--- src/rtl/bias3_delta_gen.sv ---
// Output-layer bias delta generator: sums per-output errors over a minibatch,
// scales by 2^-LR_SHIFT with floor rounding, saturates to 16 bits, issues one update.
module bias3_delta_gen #(
  parameter int BATCH    = 4,
  parameter int LR_SHIFT = 4
) (
  input  logic               clk,
  input  logic               rst,
  input  logic               err_valid,
  output logic               err_ready,
  input  logic signed [15:0] err_1,
  input  logic signed [15:0] err_2,
  input  logic signed [15:0] err_3,
  input  logic signed [15:0] err_4,
  input  logic               flush,
  output logic [3:0]         ctrl,
  output logic [3:0]         step,
  output logic signed [15:0] deltab3_1,
  output logic signed [15:0] deltab3_2,
  output logic signed [15:0] deltab3_3,
  output logic signed [15:0] deltab3_4
);

  typedef enum logic [1:0] {
    ACCUM = 2'd0,
    SCALE = 2'd1,
    ISSUE = 2'd2
  } state_t;

  localparam logic [15:0] BATCH_C = 16'(BATCH);

  function automatic logic signed [15:0] sat16(input logic signed [31:0] v);
    logic signed [15:0] r;
    if (v > 32'sd32767) begin
      r = 16'sh7fff;
    end else if (v < -32'sd32768) begin
      r = 16'sh8000;
    end else begin
      r = v[15:0];
    end
    return r;
  endfunction

  state_t             state_r;
  logic signed [31:0] acc_r   [4];
  logic signed [15:0] delta_r [4];
  logic [15:0]        count_r;
  logic [3:0]         ctrl_r;
  logic [3:0]         step_r;

  logic signed [15:0] err_s [4];
  logic               accept_s;
  logic [15:0]        count_next_s;

  assign err_s[0] = err_1;
  assign err_s[1] = err_2;
  assign err_s[2] = err_3;
  assign err_s[3] = err_4;

  // Sample acceptance and the count including this cycle's sample
  always_comb begin
    accept_s = err_valid && (state_r == ACCUM) && !rst;
    if (accept_s) begin
      count_next_s = count_r + 16'd1;
    end else begin
      count_next_s = count_r;
    end
  end

  // Accumulate / scale / issue sequencing with registered update command
  always_ff @(posedge clk) begin
    if (rst) begin
      state_r <= ACCUM;
      count_r <= 16'd0;
      ctrl_r  <= 4'b0000;
      step_r  <= 4'd0;
      for (int i = 0; i < 4; i++) begin
        acc_r[i]   <= 32'sd0;
        delta_r[i] <= 16'sd0;
      end
    end else begin
      case (state_r)
        ACCUM: begin
          ctrl_r <= 4'b0000;
          if (accept_s) begin
            count_r <= count_next_s;
            for (int i = 0; i < 4; i++) begin
              acc_r[i] <= acc_r[i] + {{16{err_s[i][15]}}, err_s[i]};
            end
          end
          if ((count_next_s == BATCH_C) || (flush && (count_next_s != 16'd0))) begin
            state_r <= SCALE;
          end
        end
        SCALE: begin
          for (int i = 0; i < 4; i++) begin
            delta_r[i] <= sat16(acc_r[i] >>> LR_SHIFT);
          end
          ctrl_r  <= 4'b0011;
          state_r <= ISSUE;
        end
        ISSUE: begin
          ctrl_r  <= 4'b0000;
          count_r <= 16'd0;
          step_r  <= step_r + 4'd1;
          for (int i = 0; i < 4; i++) begin
            acc_r[i] <= 32'sd0;
          end
          state_r <= ACCUM;
        end
        default: begin
          ctrl_r  <= 4'b0000;
          state_r <= ACCUM;
        end
      endcase
    end
  end

  // A reset arriving during ISSUE must suppress the command in that same cycle
  assign ctrl      = rst ? 4'b0000 : ctrl_r;
  assign err_ready = (state_r == ACCUM);
  assign step      = step_r;
  assign deltab3_1 = delta_r[0];
  assign deltab3_2 = delta_r[1];
  assign deltab3_3 = delta_r[2];
  assign deltab3_4 = delta_r[3];

endmodule

--- config.mk ---
export PLATFORM = sky130hd
export DESIGN_NAME = bias3_delta_gen
export DESIGN_NICKNAME = d
export VERILOG_FILES = /design/src/rtl/bias3_delta_gen.sv
export SDC_FILE = /design/constraint.sdc
export NUM_CORES = 1
export LEC_CHECK = 0
export BUFFER_PORTS_ARGS = -buffer_cell sky130_fd_sc_hd__buf_4
export CAP_MARGIN = 10
export CORE_MARGIN = 2
export CORE_UTILIZATION = 54
export DETAILED_ROUTE_END_ITERATION = 12
export GPL_ROUTABILITY_DRIVEN = 1
export PLACE_DENSITY = 0.74
export SLEW_MARGIN = 20
export SYNTH_ARGS = -nofsm -noshare
export SYNTH_HDL_FRONTEND = slang
export SYNTH_SLANG_ARGS = --single-unit
--- constraint.sdc ---
create_clock -name clk -period 9.8 [get_ports clk]
set_input_delay 1.96 -clock clk [delete_from_list [all_inputs] [get_ports clk]]
set_output_delay 1.96 -clock clk [all_outputs]
set_load 0.02 [all_outputs]
==> results of run 1 <==
-- cell usage after synthesis, drive strengths merged, types with 3 or more instances --
master / count
nor2b: 8
o21ai: 120
xnor2: 54
or3: 9
o21ba: 3
nand4: 35
dfxtp: 87
nand3: 71
a31oi: 24
fa: 4
and2: 17
o21a: 21
a21o: 75
xor2: 46
and3: 13
a211o: 5
a2111oi: 3
nand2: 89
a211oi: 16
a311oi: 4
nor3: 30
nand2b: 14
or4: 3
a21oi: 130
nor4: 19
ha: 126
o31a: 4
o211ai: 14
clkbuf: 47
o2111ai: 6
o21bai: 21
inv: 41
o31ai: 13
o221ai: 4
or2: 4
or4b: 3
mux2i: 10
a21boi: 5
edfxtp: 128
nor2: 249
buf: 23
nor3b: 6
-- per-stage QoR --
stage	power (W)	hold slack, ps	utilization [%]
2_1_floorplan	0.002036	437.7	-
3_3_place_gp	0.002271	447.1	59.27
3_5_place_dp	0.002302	455.0	59.27
4_1_cts	0.003186	464.6	62.09
5_1_grt	0.003386	475.9	62.09
6_report	0.003179	463.3	62.09
-- state kept, by name (all words and copies together) (netlist names) --
signal / flops
acc_r: 128
count_r: 16
ctrl_r: 1
state_r: 2
delta_r: 64
step: 4
-- critical path: cells and delay by family --
family                 cells  cell delay (ps)
buffers and inverters      2              390
and+or+nand+nor            1              270
-- per-layer routing --
layer / up-vias / track usage, % / part of all wire, %
met2: 318 / 39.08 / 46
li1: 6269 / - / -
met3: 42 / 2.891 / 5.2
met5: - / 0 / 0
met4: 0 / 5.547 / 1.8
met1: 5791 / 32.21 / 47
-- logic make-up after synthesis --
logic type	Yosys count	share of synthesized area, %
other cells	1	0.02573
buf+inv	111	3.108
flops	215	38.33
compound gates	491	21.88
xor+xnor	100	6.010
fa+ha+maj	130	11.37
simple gates	577	18.52
mux	11	0.7642
-- power by group through the flow --
stage | logic (W) | clock network, W | registers (W)
2_1_floorplan | 0.000843 | 0 | 0.00119
3_3_place_gp | 0.00108 | 0 | 0.00119
3_5_place_dp | 0.00111 | 0 | 0.00119
4_1_cts | 0.00112 | 0.000893 | 0.00117
5_1_grt | 0.00126 | 0.000934 | 0.00119
6_report | 0.00112 | 0.000879 | 0.00118
-- worst max-delay path by stage --
stage	slack, ps	depth (start not counted)	to	from
3_5_place_dp	4650	10	state_r[0]$_SDFFE_PP0P_	rst
2_1_floorplan	5130	3	ctrl[1]	rst
3_3_place_gp	4690	10	state_r[0]$_SDFFE_PP0P_	rst
6_report	5210	3	ctrl[0]	rst
5_1_grt	4920	10	state_r[0]$_SDFFE_PP0P_	rst
4_1_cts	5180	3	ctrl[0]	rst
-- cell type report --
class / instances / area [um^2]
Sequential cell: 215 / 5585
Fill cell: 2344 / 10130
Inverter: 41 / 153.9
Clock buffer: 36 / 676.9
Timing Repair Buffer: 148 / 1111
Tap cell: 341 / 426.7
Clock inverter: 10 / 77.57
Multi-Input combinational cell: 1311 / 8563
==> out/results.tsv, run 1 <==
stage	metric	value	unit
power	switching power total	0.001118	W
finish	Layout Nets	1940	
synthesis	Synth Flop Type	edfxtp_1	
synthesis	Syn. warnings	0	
power	switching portion of total power	35.17	%
power	maximum VDD drop	0.1262	mV
clock_tree	PostCTS Resize Cnt	0	
timing	fmax	217.9	MHz
clock_tree	# hold bufs at CTS	0	
timing	setup_tns	0	ps
critical_path	R2R setup slack	6480	ps
synthesis	area leader, netlist	edfxtp_1	
critical_path	CP peak stage delay	270	ps
min_path	Worst Hold Depth	2	
finish	share of post-route cells with drive strength above 1	11.81	%
timing	Final WS setup	5212	ps
floorplan	I/O pin count	141	
finish	most common cell after layout, fill and taps aside	nor2_1	
synthesis	number of synthesized flops with an enable pin	128	
route	DRC viols	0	
timing	Slew @ Worst Pin	1010	ps
route	DRT iter0 DRCs	1008	
synthesis	register area share after synthesis	38.33	%
global_route	antenna violations before repair	0	
critical_path	CP dominant cell by count	buf_4	
place	Buffers on Ports	138	
place	RePlAce Congestion	0.8686	
critical_path	Worst R2R End	state_r[0]$_SDFFE_PP0P_	
critical_path	WP data arrival	2630	ps
synthesis	ys async rst share	0	%
critical_path	Setup crit start kind	input port	
finish	most frequent cells in the layout	247 x nor2_1, 148 x buf_4, 129 x a21oi_1	
synthesis	mean post-synth cell area	8.908	um^2
run_status	status	complete, no violations	
min_path	Worst Hold Launch	acc_r[0][0]$_SDFFE_PP0P_	
route	routed len/inst	15.87	um
timing	final hold violation count	0	
floorplan	die footprint	28320	um^2
critical_path	worst reg2reg path depth	9	
floorplan	core area	26730	um^2
timing	Max Slew Vio Count	0	
synthesis	top-area cell type share of the netlist area	26.38	%
global_route	grt total ovfl	0	
clock_tree	CTS clock-pin slew for the worst setup and hold paths	60	ps
place	DP Cell Count	2056	
timing	share of the clock period used by the worst path	46.82	%
timing	worst rel slew slack	32.65	%
global_route	Total GRT Usage	23.29	%
finish	ANT cells	0	
global_route	largest net degree at the start of global routing	94	
critical_path	Slowest-stage cell, CP	nor2b_1	
power	PwrDens	191.6	nW/um^2
synthesis	library cells used by synthesis	82	
power	Seq pwr share	37.0	%
timing	# setup viols final	0	
route	WL final	33370	um
power	Pleak	7.262	nW
synthesis	Post-Syn Area	14570	um^2
finish	Final Cell Area	16590	um^2
synthesis	cell count after synthesis	1636	
run	max cap viols	0	
floorplan	effective utilization at floorplan	54.53	%
min_path	Tightest Hold Check Type	reg -> reg	
power	Logic pwr share	35.4	%
place	Placed Area	15840	um^2
route	Vias/cell	5.909	
clock_tree	H-tree depth reported by CTS	1	
global_route	first-pass GRT wire length	56010	um
clock_tree	Num CTS Buffers	25	
place	DPL Wire Length	23300	um
critical_path	Crit Path Max Fanout	20	
timing	minimum clock period	4589	ps
clock_tree	Post-CTS Setup Inserts	0	
clock_tree	root buffer selected by CTS	clkbuf_16	
power	clock power share	27.7	%
floorplan	std cell rows	60	
critical_path	Setup CP Type	in -> out	
critical_path	R2R Path Start	state_r[0]$_SDFFE_PP0P_	
global_route	vias in the first global route	11810	
finish	area grow syn2layout	13.88	%
synthesis	top cells by area, synth	edfxtp_1 26%, dfxtp_1 12%, ha_1 11%	
min_path	Hold EP	acc_r[0][0]$_SDFFE_PP0P_	
critical_path	Required @ worst endpoint	7840	ps
finish	Final Instance Count excl. Fillers	2102	
route	Antenna Nets Post-Route	0	
floorplan	die width	168.3	um
place	dpl ws	4647	ps
clock_tree	CTS tree	done	
route	vias	12420	
clock_tree	clock latency at the later pin of the worst-skew pair	540	ps
critical_path	CP cell instances	buf_4 > nor2b_1 > buf_4	
timing	Setup Skew	13.27	ps
clock_tree	CTS max path bufs	3	
critical_path	crit end category	output pin	
floorplan	Die Y	168.3	um
synthesis	FF+latch count, synth	215	
power	P_int	0.002061	W
clock_tree	TritonCTS Sinks	215	
timing	RSZ-0062 raised after global routing	no	
route	First-pass DRT Iterations	5	
Power figures use the tool's default switching activity.
==> run 2, diff against run 1 <==
==> constraint.sdc (replaced) <==
create_clock -name clk -period 4.6 [get_ports clk]
set_input_delay 0.92 -clock clk [delete_from_list [all_inputs] [get_ports clk]]
set_output_delay 0.92 -clock clk [all_outputs]
set_load 0.02 [all_outputs]
==> out/results.tsv, run 2 (same netlist as run 1, synthesis figures left out) <==
stage	metric	value	unit
timing	hold slack final	456.1	ps
critical_path	Setup crit start kind	input port	
global_route	vias in the first global route	11830	
clock_tree	# hold bufs at CTS	0	
floorplan	I/O pin count	141	
finish	top flop regs	acc_r x128, delta_r x64, count_r x16	
clock_tree	clock latency at the later pin of the worst-skew pair	530	ps
critical_path	Required @ worst endpoint	5070	ps
finish	Top reg by flops	acc_r	
timing	share of the clock period used by the worst path	73.58	%
route	Vias/cell	5.924	
place	RePlAce Congestion	0.8990	
place	DP Cell Count	2058	
finish	most frequent cells in the layout	247 x nor2_1, 150 x buf_4, 129 x a21oi_1	
place	Buffers on Ports	138	
timing	Max Slew Vio Count	0	
finish	most common cell after layout, fill and taps aside	nor2_1	
finish	Final Cell Area	16740	um^2
global_route	largest net degree at the start of global routing	65	
route	Antenna Nets Post-Route	0	
timing	fmax	295.4	MHz
global_route	GRT Max-Usage Layer	met2	
clock_tree	CTS max path bufs	3	
global_route	GR Util met2	39.77	%
global_route	M3 GR Usage	2.656	%
global_route	met1 GRT Util	32.22	%
route	vias	12460	
route	DRC viols	0	
timing	# setup viols final	0	
floorplan	core area	26730	um^2
power	Pleak	7.331	nW
place	DPL Wire Length	23480	um
power	maximum VDD drop	0.2533	mV
floorplan	effective utilization at floorplan	54.53	%
critical_path	crit end category	flip-flop	
route	First-pass DRT Iterations	5	
clock_tree	CTS tree	done	
finish	ANT cells	0	
critical_path	WP data arrival	3860	ps
global_route	antenna violations before repair	0	
timing	Slew @ Worst Pin	968.4	ps
run	max cap viols	0	
finish	Final Instance Count excl. Fillers	2103	
run_status	status	complete, no violations	
floorplan	Die Y	168.3	um
global_route	Total GRT Usage	23.49	%
clock_tree	TritonCTS Sinks	215	
power	PwrDens	420.4	nW/um^2
clock_tree	H-tree depth reported by CTS	1	
clock_tree	Num CTS Buffers	25	
global_route	first-pass GRT wire length	56120	um
timing	worst rel slew slack	35.44	%
timing	Setup Skew	14.33	ps
critical_path	Setup CP Type	in -> reg	
finish	area grow syn2layout	14.86	%
floorplan	std cell rows	60	
finish	share of post-route cells with drive strength above 1	12.37	%
route	routed len/inst	16.05	um
floorplan	die footprint	28320	um^2
place	Placed Area	15860	um^2
min_path	Tightest Hold Check Type	reg -> reg	
timing	minimum clock period	3385	ps
finish	Layout Nets	1942	
timing	final hold violation count	0	
route	DRT iter0 DRCs	987	
critical_path	Crit Path Max Fanout	4	
global_route	grt total ovfl	0	
clock_tree	Post-CTS Setup Inserts	0	
timing	setup_tns	0	ps
floorplan	die width	168.3	um
clock_tree	CTS clock-pin slew for the worst setup and hold paths	60	ps
finish	max reg flops	128	
route	WL final	33750	um
timing	RSZ-0062 raised after global routing	no	
clock_tree	PostCTS Resize Cnt	0	
clock_tree	root buffer selected by CTS	clkbuf_16	
[run 2: layout make-up]
cell class | count | area [um^2]
repair buffers | 150 | 1126
clock inverters | 15 | 201.4
inverters | 41 | 153.9
clock buffers | 30 | 675.6
flip-flops and latches | 215 | 5585
well taps | 341 | 426.7
multi-input cells | 1311 | 8569
fillers | 2280 | 9987
[run 2: worst paths after layout]
check                                 from                        end  slack, ps  cells after the start
hold reg to reg   acc_r[3][0]$_SDFFE_PP0P_   acc_r[3][0]$_SDFFE_PP0P_        460                      2
setup reg to reg  acc_r[0][0]$_SDFFE_PP0P_  acc_r[0][28]$_SDFFE_PP0P_       1390                     11
setup / recovery                  err_1[0]  acc_r[0][28]$_SDFFE_PP0P_       1220                     12
hold / removal    acc_r[3][0]$_SDFFE_PP0P_   acc_r[3][0]$_SDFFE_PP0P_        460                      2
[run 2: worst max-delay path: stages]
cell	delay, ps
buf_4	110
ha_1	210
fa_1	400
a21o_1	190
a21o_1	210
a2111oi_1	530
o21ai_1	220
a211oi_1	280
o21ai_1	160
a31oi_1	200
mux2_2	350
nor2_1	90
[run 2: layer usage]
metal | share of wire, % | vias up
met5 | 0 | -
met1 | 46 | 5842
li1 | - | 6269
met3 | 5.2 | 42
met2 | 47 | 306
met4 | 1.7 | 0
[run 2: power breakdown]
group / leakage, nW / internal, W / switching [W] / total (W)
Sequential: 2.06 / 0.00232 / 0.000189 / 0.00251
Clock: 0.426 / 0.00132 / 0.000814 / 0.00214
Combinational: 4.84 / 0.000998 / 0.00140 / 0.00239
Total: 7.33 / 0.00464 / 0.00240 / 0.00704
[run 2: per-stage QoR]
stage	util, %	setup WS, ps	power (W)
2_1_floorplan	-	1088	0.004337
3_3_place_gp	59.35	708.4	0.004841
3_5_place_dp	59.35	648.5	0.004903
4_1_cts	62.63	1207	0.007073
5_1_grt	62.63	971.5	0.007474
6_report	62.63	1215	0.007037
